===== src/rtl/bcd_pkg.sv =====
// rtl/bcd_pkg.sv - shared BCD definitions: FSM states, digit limits, digit-valid checks
package bcd_pkg;

   typedef enum logic [1:0] {
      ST_IDLE = 2'd0,
      ST_CALC = 2'd1,
      ST_DONE = 2'd2
   } state_e;

   localparam int         BCD_DIGITS    = 4;
   localparam logic [3:0] BCD_MAX_DIGIT = 4'd9;

   function automatic logic digit_ok(input logic [3:0] n);
      return n <= BCD_MAX_DIGIT;
   endfunction

   function automatic logic word_ok(input logic [4*BCD_DIGITS-1:0] v);
      logic ok;
      ok = 1'b1;
      for (int i = 0; i < BCD_DIGITS; i++) begin
         ok = ok & digit_ok(v[4*i +: 4]);
      end
      return ok;
   endfunction

endpackage


===== src/rtl/bcd_digit_sub.sv =====
// rtl/bcd_digit_sub.sv - one BCD digit of subtraction with borrow in/out
module bcd_digit_sub (
   input  logic [3:0] a,
   input  logic [3:0] b,
   input  logic       bin,
   output logic [3:0] d,
   output logic       bout
);

   logic signed [4:0] t;

   // Bit 4 is the sign of a - b - bin; a negative step borrows ten from the next digit.
   always_comb begin
      t    = $signed({1'b0, a}) - $signed({1'b0, b}) - $signed({4'b0000, bin});
      bout = t[4];
      d    = bout ? (t[3:0] + 4'd10) : t[3:0];
   end

endmodule


===== src/rtl/bcd_sub_16_seq.sv =====
// rtl/bcd_sub_16_seq.sv - sequential 4-digit packed-BCD subtractor, one digit per clock
module bcd_sub_16_seq
   import bcd_pkg::*;
#(
   parameter bit SATURATE = 1'b1
) (
   input  logic        clk,
   input  logic        rst_n,
   input  logic        in_valid,
   output logic        in_ready,
   input  logic [15:0] x,
   input  logic [15:0] y,
   output logic        out_valid,
   input  logic        out_ready,
   output logic [15:0] diff,
   output logic        uflow,
   output logic        err
);

   state_e      state_q, state_d;
   logic [1:0]  idx_q, idx_d;
   logic        borrow_q, borrow_d;
   logic [15:0] x_q, x_d;
   logic [15:0] y_q, y_d;
   logic [15:0] res_q, res_d;
   logic [15:0] diff_q, diff_d;
   logic        uflow_q, uflow_d;
   logic        err_q, err_d;

   logic [3:0]  xd, yd, dig;
   logic        bout;
   logic [15:0] raw;

   assign xd  = x_q[{idx_q, 2'b00} +: 4];
   assign yd  = y_q[{idx_q, 2'b00} +: 4];
   assign raw = {dig, res_q[11:0]};

   bcd_digit_sub u_digit (
      .a    (xd),
      .b    (yd),
      .bin  (borrow_q),
      .d    (dig),
      .bout (bout)
   );

   always_ff @(posedge clk or negedge rst_n) begin
      if (!rst_n) begin
         state_q  <= ST_IDLE;
         idx_q    <= 2'd0;
         borrow_q <= 1'b0;
         x_q      <= 16'h0000;
         y_q      <= 16'h0000;
         res_q    <= 16'h0000;
         diff_q   <= 16'h0000;
         uflow_q  <= 1'b0;
         err_q    <= 1'b0;
      end else begin
         state_q  <= state_d;
         idx_q    <= idx_d;
         borrow_q <= borrow_d;
         x_q      <= x_d;
         y_q      <= y_d;
         res_q    <= res_d;
         diff_q   <= diff_d;
         uflow_q  <= uflow_d;
         err_q    <= err_d;
      end
   end

   always_comb begin
      state_d = state_q;
      case (state_q)
         ST_IDLE: if (in_valid)        state_d = ST_CALC;
         ST_CALC: if (idx_q == 2'd3)   state_d = ST_DONE;
         ST_DONE: if (out_ready)       state_d = ST_IDLE;
         default:                      state_d = ST_IDLE;
      endcase
   end

   always_comb begin
      idx_d    = idx_q;
      borrow_d = borrow_q;
      x_d      = x_q;
      y_d      = y_q;
      res_d    = res_q;
      diff_d   = diff_q;
      uflow_d  = uflow_q;
      err_d    = err_q;
      case (state_q)
         ST_IDLE: begin
            if (in_valid) begin
               x_d      = x;
               y_d      = y;
               idx_d    = 2'd0;
               borrow_d = 1'b0;
               res_d    = 16'h0000;
               err_d    = !(word_ok(x) && word_ok(y));
            end
         end
         ST_CALC: begin
            res_d[{idx_q, 2'b00} +: 4] = dig;
            borrow_d = bout;
            idx_d    = idx_q + 2'd1;
            // Final digit: the output word is resolved here so DONE only holds registers.
            if (idx_q == 2'd3) begin
               uflow_d = bout & ~err_q;
               if (err_q || (bout && SATURATE)) diff_d = 16'h0000;
               else                             diff_d = raw;
            end
         end
         default: ;
      endcase
   end

   always_comb begin
      in_ready  = (state_q == ST_IDLE);
      out_valid = (state_q == ST_DONE);
   end

   assign diff  = diff_q;
   assign uflow = uflow_q;
   assign err   = err_q;

endmodule


===== config.mk =====
export PLATFORM = sky130hd
export DESIGN_NAME = bcd_sub_16_seq
export DESIGN_NICKNAME = d
export VERILOG_FILES = /design/src/rtl/bcd_pkg.sv /design/src/rtl/bcd_digit_sub.sv /design/src/rtl/bcd_sub_16_seq.sv
export SDC_FILE = /design/constraint.sdc
export NUM_CORES = 1
export LEC_CHECK = 0
export BUFFER_PORTS_ARGS = -buffer_cell sky130_fd_sc_hd__buf_4
export CAP_MARGIN = 20
export CORE_AREA = 2 2 98 100
export CTS_CLUSTER_DIAMETER = 80
export DETAILED_ROUTE_END_ITERATION = 12
export DIE_AREA = 0 0 100 102
export PLACE_DENSITY = 0.58
export SLEW_MARGIN = 20
export SYNTH_ARGS = -nofsm -noshare
export SYNTH_HDL_FRONTEND = slang
export SYNTH_SLANG_ARGS = --single-unit

===== constraint.sdc =====
create_clock -name clk -period 4.1 [get_ports clk]
set_input_delay 0.205 -clock clk [delete_from_list [all_inputs] [get_ports clk]]
set_output_delay 0.205 -clock clk [all_outputs]
set_load 0.03 [all_outputs]

==> results of run 1 <==
==> sequential cells by signal, summed over array words and instances (netlist names) <==
| register | flops |
|---|---|
| state_q | 2 |
| diff | 16 |
| err | 1 |
| uflow | 1 |
| y_q | 16 |
| x_q | 16 |
| idx_q | 2 |
| borrow_q | 1 |
| res_q | 12 |
==> report_power, final <==
group	total [W]	switching, W	internal (W)
combinational	0.00195	0.00108	0.000872
sequential	0.00106	0.000169	0.000891
clock	0.000574	0.000283	0.000291
==> cell usage in the layout (no fill, tap or decap), types with 3 or more instances in the layout <==
cell	instances
sky130_fd_sc_hd__a21o_1	3
sky130_fd_sc_hd__a21oi_1	3
sky130_fd_sc_hd__a22o_1	19
sky130_fd_sc_hd__a22o_2	4
sky130_fd_sc_hd__and2_1	3
sky130_fd_sc_hd__buf_4	57
sky130_fd_sc_hd__clkbuf_8	9
sky130_fd_sc_hd__dfrtp_1	67
sky130_fd_sc_hd__ha_1	9
sky130_fd_sc_hd__inv_1	10
sky130_fd_sc_hd__inv_6	5
sky130_fd_sc_hd__mux2_2	32
sky130_fd_sc_hd__mux4_2	6
sky130_fd_sc_hd__nand2_1	12
sky130_fd_sc_hd__nand4_1	3
sky130_fd_sc_hd__nor2_1	5
sky130_fd_sc_hd__o21ai_0	16
sky130_fd_sc_hd__xor2_1	3
==> layer usage <==
metal  global-route usage [%]  vias up
met1                     18.1     1013
met5                        0        -
li1                         -      962
met2                     20.5       61
met3                     4.24        8
met4                     5.58        0
==> stage by stage <==
step	utilization (%)	cells
after detailed placement	39.5	388
after floorplan	-	232
final	41.9	405
after global placement	39.5	388
after global routing	41.9	405
after CTS	41.8	405
==> cell families after synthesis <==
kind of cell,synth area share [%]
flops,53.9
compound gates,12.0
mux,17.9
simple gates,6.32
buf+inv,3.82
fa+ha+maj,4.91
xor+xnor,1.13
==> path summary, 6_finish.rpt <==
check,cells past startpoint,from,endpoint
setup / recovery,8,idx_q[0],diff[15]
hold / removal,2,out_ready,state_q[1]
setup reg to reg,8,idx_q[0],diff[15]
hold reg to reg,2,res_q[9],res_q[9]
max in group asynchronous,2,rst_n,x_q[3]
min in group asynchronous,2,rst_n,diff[13]
==> final cells by class <==
type | count | area, µm²
multi-input cells | 143 | 1320
inverters | 10 | 37.5
fillers | 868 | 5290
clock buffers | 9 | 124
repair buffers | 58 | 438
flip-flops and latches | 67 | 1680
clock inverters | 7 | 81.3
well taps | 111 | 139
==> repair_timing <==
action,4_1_cts,5_1_grt
hold buffers,1,0
hold endpoints to repair,60,0
setup buffers,0,0
resized for setup,0,1
setup endpoints to repair,0,6
==> cells in the mapped netlist (all sizes together), types with 2 or more instances <==
cell type   n  area [µm²]
dfrtp      67        1680
mux2       32         360
a22o       23         206
o21ai      16        80.1
nand2      12        45.0
inv        10        37.5
ha          9         113
mux4        8         188
clkbuf      7        47.5
buf         5        33.8
nor2        5        18.8
a21o        4        31.3
a21oi       4        23.8
and2        3        18.8
nand4       3        18.8
or2b        3        25.0
xor2        3        26.3
fa          2        40.0
nand2b      2        12.5
nand3       2        10.0
nor2b       2        12.5
==> results.md, run 1 <==
- Once detail routing completed, the nets flagged for antenna violations numbered 0.
- The clock net in this run drives a total of 67 sinks.
- The worst pin sits at a relative slew slack of 44.4%.
- The via count of the first global-routing pass is 2093.
- 0 antenna diodes ended up in the layout.
- After detailed routing, the number of vias per cell comes to 5.05.
- The flow ran to the end, and the final reports show no timing, DRC or antenna violations.
- When the netlist entered floorplanning its net count stood at 279.
- Input and output buffers added on the ports amount to 55.
- From synthesis to final layout, the design area changed by 22.7%.
- The number of warnings printed during yosys synthesis is 0.
- The maximum number of buffers from clock root to sink is 2.
- The root buffer cell chosen for the clock tree is sky130_fd_sc_hd__clkbuf_8.
- At the worst endpoint, the arrival time is 3.90 ns.
- The critical path is of the reg -> reg type.
- After routing the design area is 3820 µm².
- Total power for the finished layout comes to 0.00359 W.
- The peak supply drop is 0.402 mV.
- Setup repair after global routing left no endpoint under its margin.
- The fraction of registers with async set or reset after synthesis is 100%.
- STA classifies the critical path endpoint as a register.
- At the end of routability-driven placement, the weighted congestion stood at 0.789.
- The startpoint class of the critical path is a register.
- The placement-stage cell area is 3590 µm².
- The number of vias in the routed layout is 2044.
- The summed instance area of the synthesized netlist is 3110 µm².
- The total routed wirelength is 6.47 mm.
- The worst clock skew is 0.0118 ns.
- In the final routing, the length of wire on met1 measures 3.16 mm.
- The die covers 10200 µm².
- Counting flops with a built-in enable in the synthesized netlist gives 0.
- Adding up every negative setup slack in the final design gives 0 ns.
- For the pin with the worst max-slew slack, the measured transition is 0.834 ns.
- The largest individual stage delay along the critical path comes from the cell sky130_fd_sc_hd__nor3b_4.
- The total count of max-transition violations in the final report was 0.
- The number of synthesized register bits is 67.
- The critical path goes through mux4_2 -> fa_1 -> fa_1 -> nand2b_1 -> a31oi_1 -> and2_1 -> nor3b_4 -> a22o_2.
- Synthesis instantiated 40 different standard cells from the library.
- The synthesized instance count is 232.
- Sequential elements use 53.9% of the synthesized area.
- TritonCTS built the clock tree.
- The critical path required time is 4.39 ns.
- Entering global routing, the biggest net connects 68 pins.
- The slack of the critical path is 0.493 ns.
- The width of the die is 100 µm.
- The number of standard-cell rows in the floorplan is 35.
- The number of DRC markers in iteration 0 is 67.
- The min-delay analysis places its worst path in the category in -> reg.
- In the synthesized netlist the dominant register cell turns out to be sky130_fd_sc_hd__dfrtp_1.
- The count of pins on the block boundary is 56.
- Timing would allow up to 277 MHz.
- From bottom edge to top edge, the die measures 102 µm.
- Across the run, the number of max-cap violations was 0.
- Together, buffers and inverters on the worst path number 0.
- The clock-pin slew reported for the worst setup and hold paths after clock tree synthesis is 0.08 ns.
- In this design, the largest share of critical-path delay is due to simple AND/OR/NAND/NOR gates.
- The minimum setup slack among reg-to-reg paths is 0.49 ns.
- Clock latency on the worst-skew pair, taken at its later pin, is 0.35 ns.
- The H-tree was split into 3 levels.
- The post-route netlist has 40.8% of its cells at a drive strength greater than 1.
- Clock tree synthesis inserted a total of 9 buffers.
- The first global-routing pass estimated 10.6 mm of wire.
- After legalization and detailed placement, the total HPWL measured 4.70 mm.
- The combined global-route utilization of all metal layers is 13.5%.
- Power spread over the standard cell area amounts to 939 nW/µm².
- The total global routing overflow is 0.
- Of the available clock period, the critical path in the final layout requires 88.0%.
- The number of remaining DRC errors is 0.
- The layout net count is 336.
- The final count of hold timing violations is 0.
- The worst setup timing slack at the placement stage is 0.285 ns.
- In this run the standard cell core region covers 9110 µm².
- Wire segments on met2 add up to 2.92 mm in the final route.
- The number of antenna violations at the first check in global routing is 0.
- The first-pass detailed-route iteration total is 4.
- The initial core utilization is 34.1%.
- For the finished layout, the period the worst path requires is 3.61 ns.
- The tightest hold margin is 0.0471 ns.
- The worst-path maximum fanout is 16.
- The most frequent cell on the critical path is sky130_fd_sc_hd__fa_1.
- A synthesized cell averages 13.4 µm².
- In the final routed layout, each cell accounts on average for 16.0 µm.
- The delay of the slowest cell on the worst path is 0.63 ns.
- Setup violations remaining at the end of the flow were counted as 0.
- The analysis attributes to cell leakage a power of 1.78 nW.
- The uppermost signal routing layer after detailed routing is met4.
- The routed design uses 320 µm of met3 wire.
(Power assumes the default switching activity.)
==> run 2, diff against run 1 <==
--- a/config.mk
+++ b/config.mk
@@ -5,13 +5,14 @@
 export SDC_FILE = /design/constraint.sdc
 export NUM_CORES = 1
 export LEC_CHECK = 0
+export ABC_AREA = 1
 export BUFFER_PORTS_ARGS = -buffer_cell sky130_fd_sc_hd__buf_4
 export CAP_MARGIN = 20
-export CORE_AREA = 2 2 98 100
+export CORE_AREA = 2 2 99 101
 export CTS_CLUSTER_DIAMETER = 80
 export DETAILED_ROUTE_END_ITERATION = 12
-export DIE_AREA = 0 0 100 102
-export PLACE_DENSITY = 0.58
+export DIE_AREA = 0 0 101 103
+export PLACE_DENSITY = 0.59
 export SLEW_MARGIN = 20
 export SYNTH_ARGS = -nofsm -noshare
 export SYNTH_HDL_FRONTEND = slang
==> constraint.sdc (replaced) <==
create_clock -name clk -period 4.1 [get_ports clk]
set_input_delay 0.82 -clock clk [delete_from_list [all_inputs] [get_ports clk]]
set_output_delay 0.82 -clock clk [all_outputs]
set_load 0.03 [all_outputs]
==> run 2 against run 1 <==
  * Combinational power rose by 9.7%
  * Register-to-register slack improved by 0.45 ns
  * Clock power barely moved
  * Critical endpoint is now res_q[3]
==> results.md, run 2 <==
- The number of H-tree branching levels is 3 (unchanged).
- The number of routed nets with antenna violations is 0 (unchanged).
- The share of synthesized area occupied by flip-flops and latches is 52.0% (-1.9 points).
- The number of antenna violations at the first check in global routing was 0 (unchanged).
- The number of warnings printed during yosys synthesis is 0 (unchanged).
- The number of standard-cell rows in the floorplan came to 36 (+2.9%).
- The maximum number of buffers from clock root to sink is 2 (unchanged).
- The achievable frequency is 317 MHz (+14%).
- The number of vias in the routed layout is 2533 (+24%).
- The overall die area is 10400 µm² (+2.0%).
- The switching power as a share of total power is 47.7% (+5.0 points).
- The sequential power share is 29.4% (-0.2 points).
- The count of input and output buffers is 55 (unchanged).
- The delay of the slowest cell on the worst path was 0.75 ns (+0.12 ns).
- The worst clock skew was 0.0118 ns (+0.0000586 ns).
- The combinational fraction of design power is 55.7% (+1.3 points).
- The flow ran to the end, and the final reports show no timing, DRC or antenna violations.
- The area growth from synthesis to final layout is 21.4%.
- The total global routing overflow is 0 (unchanged).
- The clock-pin slew reported for the worst setup and hold paths after clock tree synthesis is 0.07 ns (about the same).
- The wire length per cell is 13.1 µm (-18%).
- The most used flip-flop cell after synthesis is sky130_fd_sc_hd__dfrtp_1.
- The total of cells resized after clock tree synthesis came to 0 (unchanged).
- The via count of the first global-routing pass is 2493 (+19%).
- The width of the die is 101 µm (+1.0%).
- The internal cell power is 0.00201 W (-2.3%).
- STA classifies the critical path startpoint as a register.
- The leading cell type in the layout, fill and taps excluded is sky130_fd_sc_hd__nand2_1.
- The power share of the clock group is 14.9% (-1.1 points).
- The number of diodes added for antenna fixing came to 0 (unchanged).
- The post-route cell area came to 3910 µm² (+2.6%).
- The number of maximum-capacitance constraint violations was 0 (unchanged).
- The worst-case headroom to the max-slew limit came to 39.2% (-5.2 points).
- The data arrival time of the critical path came to 3.37 ns (-0.53 ns).
- The initial core utilization is 34.1% (-0.047 points).
- The first-pass detailed-route iteration total was 4 (unchanged).
- The number of cells traversed by the worst register-to-register path is 17 (+9).
- The worst-path maximum fanout is 21 (+5).
- The class of the tightest hold or removal check is reg -> reg.
- The number of clock buffers inserted by TritonCTS is 9 (unchanged).
- The total routed wirelength is 7.22 mm (+12%).
- sky130_fd_sc_hd__dfrtp_1 takes more of the synthesized area than any other cell.
- The routed length on met2 came to 3.43 mm (+17%).
- The slew at the pin closest to its max-slew limit is 0.911 ns (+0.0770 ns).
- The core region area is 9460 µm² (+3.8%).
- The synthesized instance count came to 378 (+63%).
- Setup repair after global routing left no endpoint under its margin.
- The placement-stage cell area is 3700 µm² (+3.0%).
- The latest clock arrival within the worst-skew pair came to 0.35 ns (about the same).
- The fraction of registers with async set or reset after synthesis is 100% (unchanged).
- The summed instance area of the synthesized netlist was 3220 µm² (+3.7%).
- The combined global-route utilization of all metal layers came to 15.4% (+1.9 points).
- The number of DRC markers in iteration 0 is 105 (+57%).
- The non-filler instance count after layout is 550 (+36%).
- The peak supply drop was 0.493 mV (+23%).
- In the layout the commonest cells are sky130_fd_sc_hd__nand2_1, sky130_fd_sc_hd__dfrtp_1, sky130_fd_sc_hd__buf_4.
- The post-DP HPWL came to 5.20 mm (+11%).
- The power density normalized to cell area was 980 nW/µm² (+4.4%).
- TritonCTS built the clock tree.
- The final critical delay including setup and external delays came to 3.15 ns (-0.454 ns).
- The post-CTS setup repair buffer count is 0 (unchanged).
- The cts-stage hold buffer count came to 0 (-1).
- The final count of hold timing violations came to 0 (unchanged).
- The cell chosen for the clock root is sky130_fd_sc_hd__clkbuf_8.
- The share of Yosys cell area claimed by the top area cell type is 52.0% (-1.9 points).
- The worst setup timing slack at the placement stage is 0.980 ns (+0.695 ns).
- The die span in y is 103 µm (+0.98%).
- The total nets after synthesis came to 425 (+52%).
- The total count of max-transition violations in the final report is 0 (unchanged).
- The global-route wire length before repair was 12.3 mm (+16%).
- The via density per instance is 4.61 (-8.7%).
- The critical path start-end classification is reg -> reg.
- The met3 wire length is 255 µm (-20%).
- The pin count of the biggest net entering global routing is 68 (unchanged).
- By count the netlist is led by sky130_fd_sc_hd__nand2_1, sky130_fd_sc_hd__dfrtp_1, sky130_fd_sc_hd__inv_1.
- The most frequently used cell type in the post-synthesis netlist is sky130_fd_sc_hd__nand2_1.
- The sort of element at the end of the critical path is a register.
- The number of instances in the placed design came to 534 (+38%).
- The routed metal-1 wirelength is 3.44 mm (+8.8%).
- The share of cells above drive strength 1 was 22.5% (-18 points).
- The count of pins on the block boundary is 56 (unchanged).
- The setup violation total in the final timing report came to 0 (unchanged).
- The critical path required time is 4.31 ns (-0.08 ns).
- The detailed router used layers up to and including met4.
- The clock sink total came to 67 (unchanged).
- The number of synthesized register bits was 67 (unchanged).
- The share of the cycle needed by the critical path after routing was 76.9% (-11 points).
- The sum of negative setup slack is 0 ns (unchanged).
- The number of remaining DRC errors was 0 (unchanged).
- The unique cell type count in the Yosys netlist is 30 (-25%).
- The signal on the critical path passes through inv_4 -> o21ai_0 -> o22ai_1 -> fa_1 -> fa_1 -> inv_1 -> nand2_1 -> nand2_1 -> nand3_1 -> nand2_2 -> nand2_1 -> nand2_2 -> nand2_1 -> nand2_1 -> nand2_2 -> nand2_1 -> o21ai_1.
- The most numerous cell type found on the critical path is sky130_fd_sc_hd__nand2_1.
- The leakage dissipation is 2.02 nW (+14%).
- The number of synthesized flops with an enable pin is 0 (unchanged).
- The layout net count is 478 (+42%).
- The hold path depth was 2 (unchanged).
- The slowest stage cell on the critical path is sky130_fd_sc_hd__dfrtp_1.
- The slack of the critical path is 0.947 ns (+0.454 ns).
- The reported net switching power is 0.00183 W (+20%).
- Ranked by total cell area, the synthesized netlist is headed by sky130_fd_sc_hd__dfrtp_1, sky130_fd_sc_hd__nand2_1, sky130_fd_sc_hd__o21ai_0.
- The routability congestion estimate from global placement came to 0.831 (+5.4%).
- The synthesized area divided by synthesized cell count came to 8.53 µm² (-36%).
## run 2: changes by cell type after synthesis, sizes merged, moves of 4 or more
cell,before,now
nand3,2,8
o21ai,16,37
a32o,0,4
o22ai,0,12
mux2,32,0
a22o,23,2
mux4,8,0
clkbuf,7,2
buf,5,12
nand2,12,161
a21o,4,0
nor2,5,11
inv,10,38
## run 2: layout make-up
type | count | area, µm²
clock buffer | 11 | 151
clock inverter | 5 | 60.1
fill | 961 | 5550
inverter | 38 | 145
multi-input combinational | 259 | 1320
sequential | 67 | 1680
tap | 114 | 143
timing repair buffer | 56 | 420
## run 2: routing by layer
layer / GRT usage, % / up-vias
met5: 0 / -
met3: 3.32 / 9
met1: 20.0 / 1161
met2: 25.2 / 51
met4: 5.93 / 0
li1: - / 1312
## run 2: worst max-delay path: cells and delay by family, from the launching register on
family | cells | cell delay (ns)
buf+inv | 2 | 0.28
fa+ha+maj | 2 | 0.87
simple gates | 10 | 0.77
flops | 1 | 0.75
compound gates | 3 | 0.36
## run 2: cell families after synthesis
family / share of synthesized area, %
compound gates: 11.9
xor+xnor: 0.272
fa+ha+maj: 4.73
buf+inv: 7.14
flops: 52.0
simple gates: 24.0
## run 2: worst paths after layout
| check | slack [ns] | startpoint | endpoint |
|---|---|---|---|
| min in group asynchronous | 0.56 | rst_n | diff[9] |
| min reg2reg | 0.48 | y_q[11] | y_q[11] |
| max reg2reg | 0.95 | idx_q[0] | res_q[3] |
| min | 0.48 | y_q[11] | y_q[11] |
| max | 0.95 | idx_q[0] | res_q[3] |
| max in group asynchronous | 2.99 | rst_n | diff[14] |
## run 2: through the flow
step                utilization, %  hold WS [ns]  total power (W)
global route                  41.4         0.509          0.00425
finish                        41.4         0.481          0.00384
CTS                           41.4         0.488          0.00386
floorplan                        -         0.444          0.00274
global placement              39.1         0.470          0.00321
detailed placement            39.1         0.468          0.00327
## run 2: power by group through the flow
| stage | clock network [W] | registers, W | logic [W] |
|---|---|---|---|
| floorplan | 0 | 0.00115 | 0.00159 |
| global placement | 0 | 0.00114 | 0.00207 |
| detailed placement | 0 | 0.00114 | 0.00213 |
| CTS | 0.000589 | 0.00113 | 0.00214 |
| global route | 0.000616 | 0.00116 | 0.00247 |
| finish | 0.000572 | 0.00113 | 0.00214 |
==> run 3, diff against run 2 <==
--- a/config.mk
+++ b/config.mk
@@ -12,7 +12,7 @@
 export CTS_CLUSTER_DIAMETER = 80
 export DETAILED_ROUTE_END_ITERATION = 12
 export DIE_AREA = 0 0 101 103
-export PLACE_DENSITY = 0.59
+export PLACE_DENSITY = 0.61
 export SLEW_MARGIN = 20
 export SYNTH_ARGS = -nofsm -noshare
 export SYNTH_HDL_FRONTEND = slang
==> constraint.sdc (replaced) <==
create_clock -name clk -period 2.9 [get_ports clk]
set_input_delay 0.58 -clock clk [delete_from_list [all_inputs] [get_ports clk]]
set_output_delay 0.58 -clock clk [all_outputs]
set_load 0.03 [all_outputs]
==> run 3 against run 2 <==
  * Final cell count rose by 0.91%
  * Fmax rose by 19%
  * Critical path depth did not move
  * Clock power rose by 19%
  * Flip-flop and latch count did not move
  * Highest routed layer unchanged
==> results.md, run 3 (synthesis results as in run 2) <==
- The maximum number of buffers from clock root to sink is 2 (unchanged).
- The total routed wirelength was 7.20 mm (-0.32%).
- The number of diodes added for antenna fixing is 0 (unchanged).
- The sort of element at the end of the critical path is a register.
- The most frequent cell on the critical path is sky130_fd_sc_hd__nand2_1.
- The worst-case headroom to the max-slew limit is 44.8% (+5.6 points).
- The pin count of the biggest net entering global routing is 68 (unchanged).
- The gate family responsible for the most delay along the worst path is simple AND/OR/NAND/NOR gates.
- The number of routed nets with antenna violations came to 0 (unchanged).
- The number of vias in the routed layout was 2582 (+1.9%).
- The non-filler instance count after layout is 555 (+0.91%).
- The utilization after layout came to 41.6% (+0.21 points).
- The clock-pin slew reported for the worst setup and hold paths after clock tree synthesis was 0.07 ns (about the same).
- The worst clock skew is 0.00915 ns (-0.00268 ns).
- The post-DP HPWL is 5.22 mm (+0.52%).
- The leakage dissipation is 2.04 nW (+0.57%).
- The achievable frequency is 378 MHz (+19%).
- The combined global-route utilization of all metal layers was 14.9% (-0.45 points).
- The number of instances in the placed design came to 540 (+1.1%).
- The slew at the pin closest to its max-slew limit is 0.829 ns (-0.0824 ns).
- The cts-stage hold buffer count came to 0 (unchanged).
- The sum of negative setup slack came to 0 ns (unchanged).
- The layout net count was 485 (+1.5%).
- The share of cells above drive strength 1 is 23.8% (+1.3 points).
- The final critical delay including setup and external delays is 2.65 ns (-0.505 ns).
- The count of input and output buffers is 55 (unchanged).
- The count of pins on the block boundary was 56 (unchanged).
- The number of clock buffers inserted by TritonCTS is 9 (unchanged).
- The width of the die is 101 µm (unchanged).
- Leaving out fill and tap cells, the most frequent cells in the layout are sky130_fd_sc_hd__nand2_1, sky130_fd_sc_hd__dfrtp_1, sky130_fd_sc_hd__buf_4.
- The wire length per cell is 13.0 µm (-1.2%).
- The final count of hold timing violations is 0 (unchanged).
- The setup violation total in the final timing report was 0 (unchanged).
- The worst setup path is of the reg -> reg kind.
- From synthesis to final layout, the design area changed by 22.0%.
- The delay of the slowest cell on the worst path came to 0.44 ns (-0.31 ns).
- The worst-path maximum fanout was 6 (-71%).
- The latest clock arrival within the worst-skew pair is 0.34 ns (about the same).
- The critical path required time is 3.11 ns (-1.20 ns).
- The core region area is 9460 µm² (unchanged).
- The cell sitting at the root of the clock tree is a sky130_fd_sc_hd__clkbuf_8.
- The slowest stage cell on the critical path is sky130_fd_sc_hd__dfrtp_2.
- The power density normalized to cell area is 1370 nW/µm² (+40%).
- The initial core utilization is 34.1% (unchanged).
- The clock tree from TritonCTS is yes.
- The via density per instance is 4.65 (+1.0%).
- The number of antenna violations at the first check in global routing is 0 (unchanged).
- Setup repair after global routing left no endpoint under its margin.
- The first-pass detailed-route iteration total is 4 (unchanged).
- The number of H-tree branching levels is 3 (unchanged).
- The share of the cycle needed by the critical path after routing is 91.3% (+14 points).
- The number of maximum-capacitance constraint violations is 0 (unchanged).
- The number of DRC markers in iteration 0 is 74 (-30%).
- The routability congestion estimate from global placement is 0.838 (+0.78%).
- The startpoint class of the critical path is a register.
- The overall die area is 10400 µm² (unchanged).
- The worst hold path belongs to the class in -> async.
- The number of remaining DRC errors is 0 (unchanged).
- The die span in y is 103 µm (unchanged).
- The flow ran to the end, and the final reports show no timing, DRC or antenna violations.
- The global-route wire length before repair is 12.1 mm (-1.7%).
- Traced cell by cell, the critical path runs through buf_4 -> o21ai_0 -> o22ai_1 -> fa_2 -> fa_2 -> inv_1 -> nand2_1 -> nand2_1 -> nand3_1 -> nand2_4 -> nand2_1 -> nand2_2 -> nand2_1 -> nand2_1 -> nand2_2 -> nand2_1 -> o21ai_1.
- The buffers plus inverters on the worst setup path is 2 (unchanged).
- The clock sink total is 67 (unchanged).
- The number of standard-cell rows in the floorplan came to 36 (unchanged).
- The via count of the first global-routing pass was 2543 (+2.0%).
- The data arrival time of the critical path was 2.86 ns (-0.51 ns).
- The peak supply drop is 0.726 mV (+47%).
- The leading cell type in the layout, fill and taps excluded is sky130_fd_sc_hd__nand2_1.
- The total count of max-transition violations in the final report is 0 (unchanged).
- The total global routing overflow is 0 (unchanged).
## run 3: report_power, final
part | internal (W) | switching (W)
Combinational | 0.00115 | 0.00201
Sequential | 0.00132 | 0.000221
Clock | 0.000346 | 0.000336
Total | 0.00282 | 0.00257
## run 3: cell type report
| cell class | instances | area [µm²] |
|---|---|---|
| Clock buffer | 12 | 155 |
| Inverter | 38 | 145 |
| Fill cell | 968 | 5530 |
| Sequential cell | 67 | 1680 |
| Clock inverter | 2 | 12.5 |
| Tap cell | 114 | 143 |
| Multi-Input combinational cell | 259 | 1330 |
| Timing Repair Buffer | 63 | 473 |
## run 3: through the flow
step | worst slack, ns | hold WS (ns) | area, µm² | total power [W]
floorplan | 0.0651 | 0.284 | 3220 | 0.00387
global placement | 0.160 | 0.458 | 3750 | 0.00457
detailed placement | 0.0234 | 0.461 | 3750 | 0.00466
finish | 0.252 | 0.333 | 3930 | 0.00539
global route | 0.0270 | 0.408 | 3930 | 0.00596
CTS | 0.00152 | 0.362 | 3920 | 0.00537
## run 3: path summary, 6_finish.rpt
| check | to | slack [ns] | from | cells past startpoint |
|---|---|---|---|---|
| worst max register to register | res_q[3] | 0.25 | idx_q[0] | 17 |
| worst min register to register | diff[15] | 0.48 | diff[15] | 2 |
| min in group clk | state_q[1] | 0.42 | out_ready | 2 |
| worst max-delay path | res_q[3] | 0.25 | idx_q[0] | 17 |
| max in group asynchronous | idx_q[0] | 2.00 | rst_n | 1 |
| worst min-delay path | diff[9] | 0.33 | rst_n | 1 |
## run 3: what timing repair did
| item | 4_1_cts | 5_1_grt |
|---|---|---|
| gates resized for setup | 0 | 5 |
| endpoints found under the hold margin | 0 | 0 |
| buffers inserted | 0 | 1 |
| endpoints found under the setup margin | 0 | 23 |
## run 3: routing by layer
metal	vias up	global-route usage, %	wire length [µm]
met5	-	0	0
met1	1191	19.0	3320
li1	1317	-	-
met3	6	4.00	357
met2	68	24.5	3440
met4	0	5.61	71
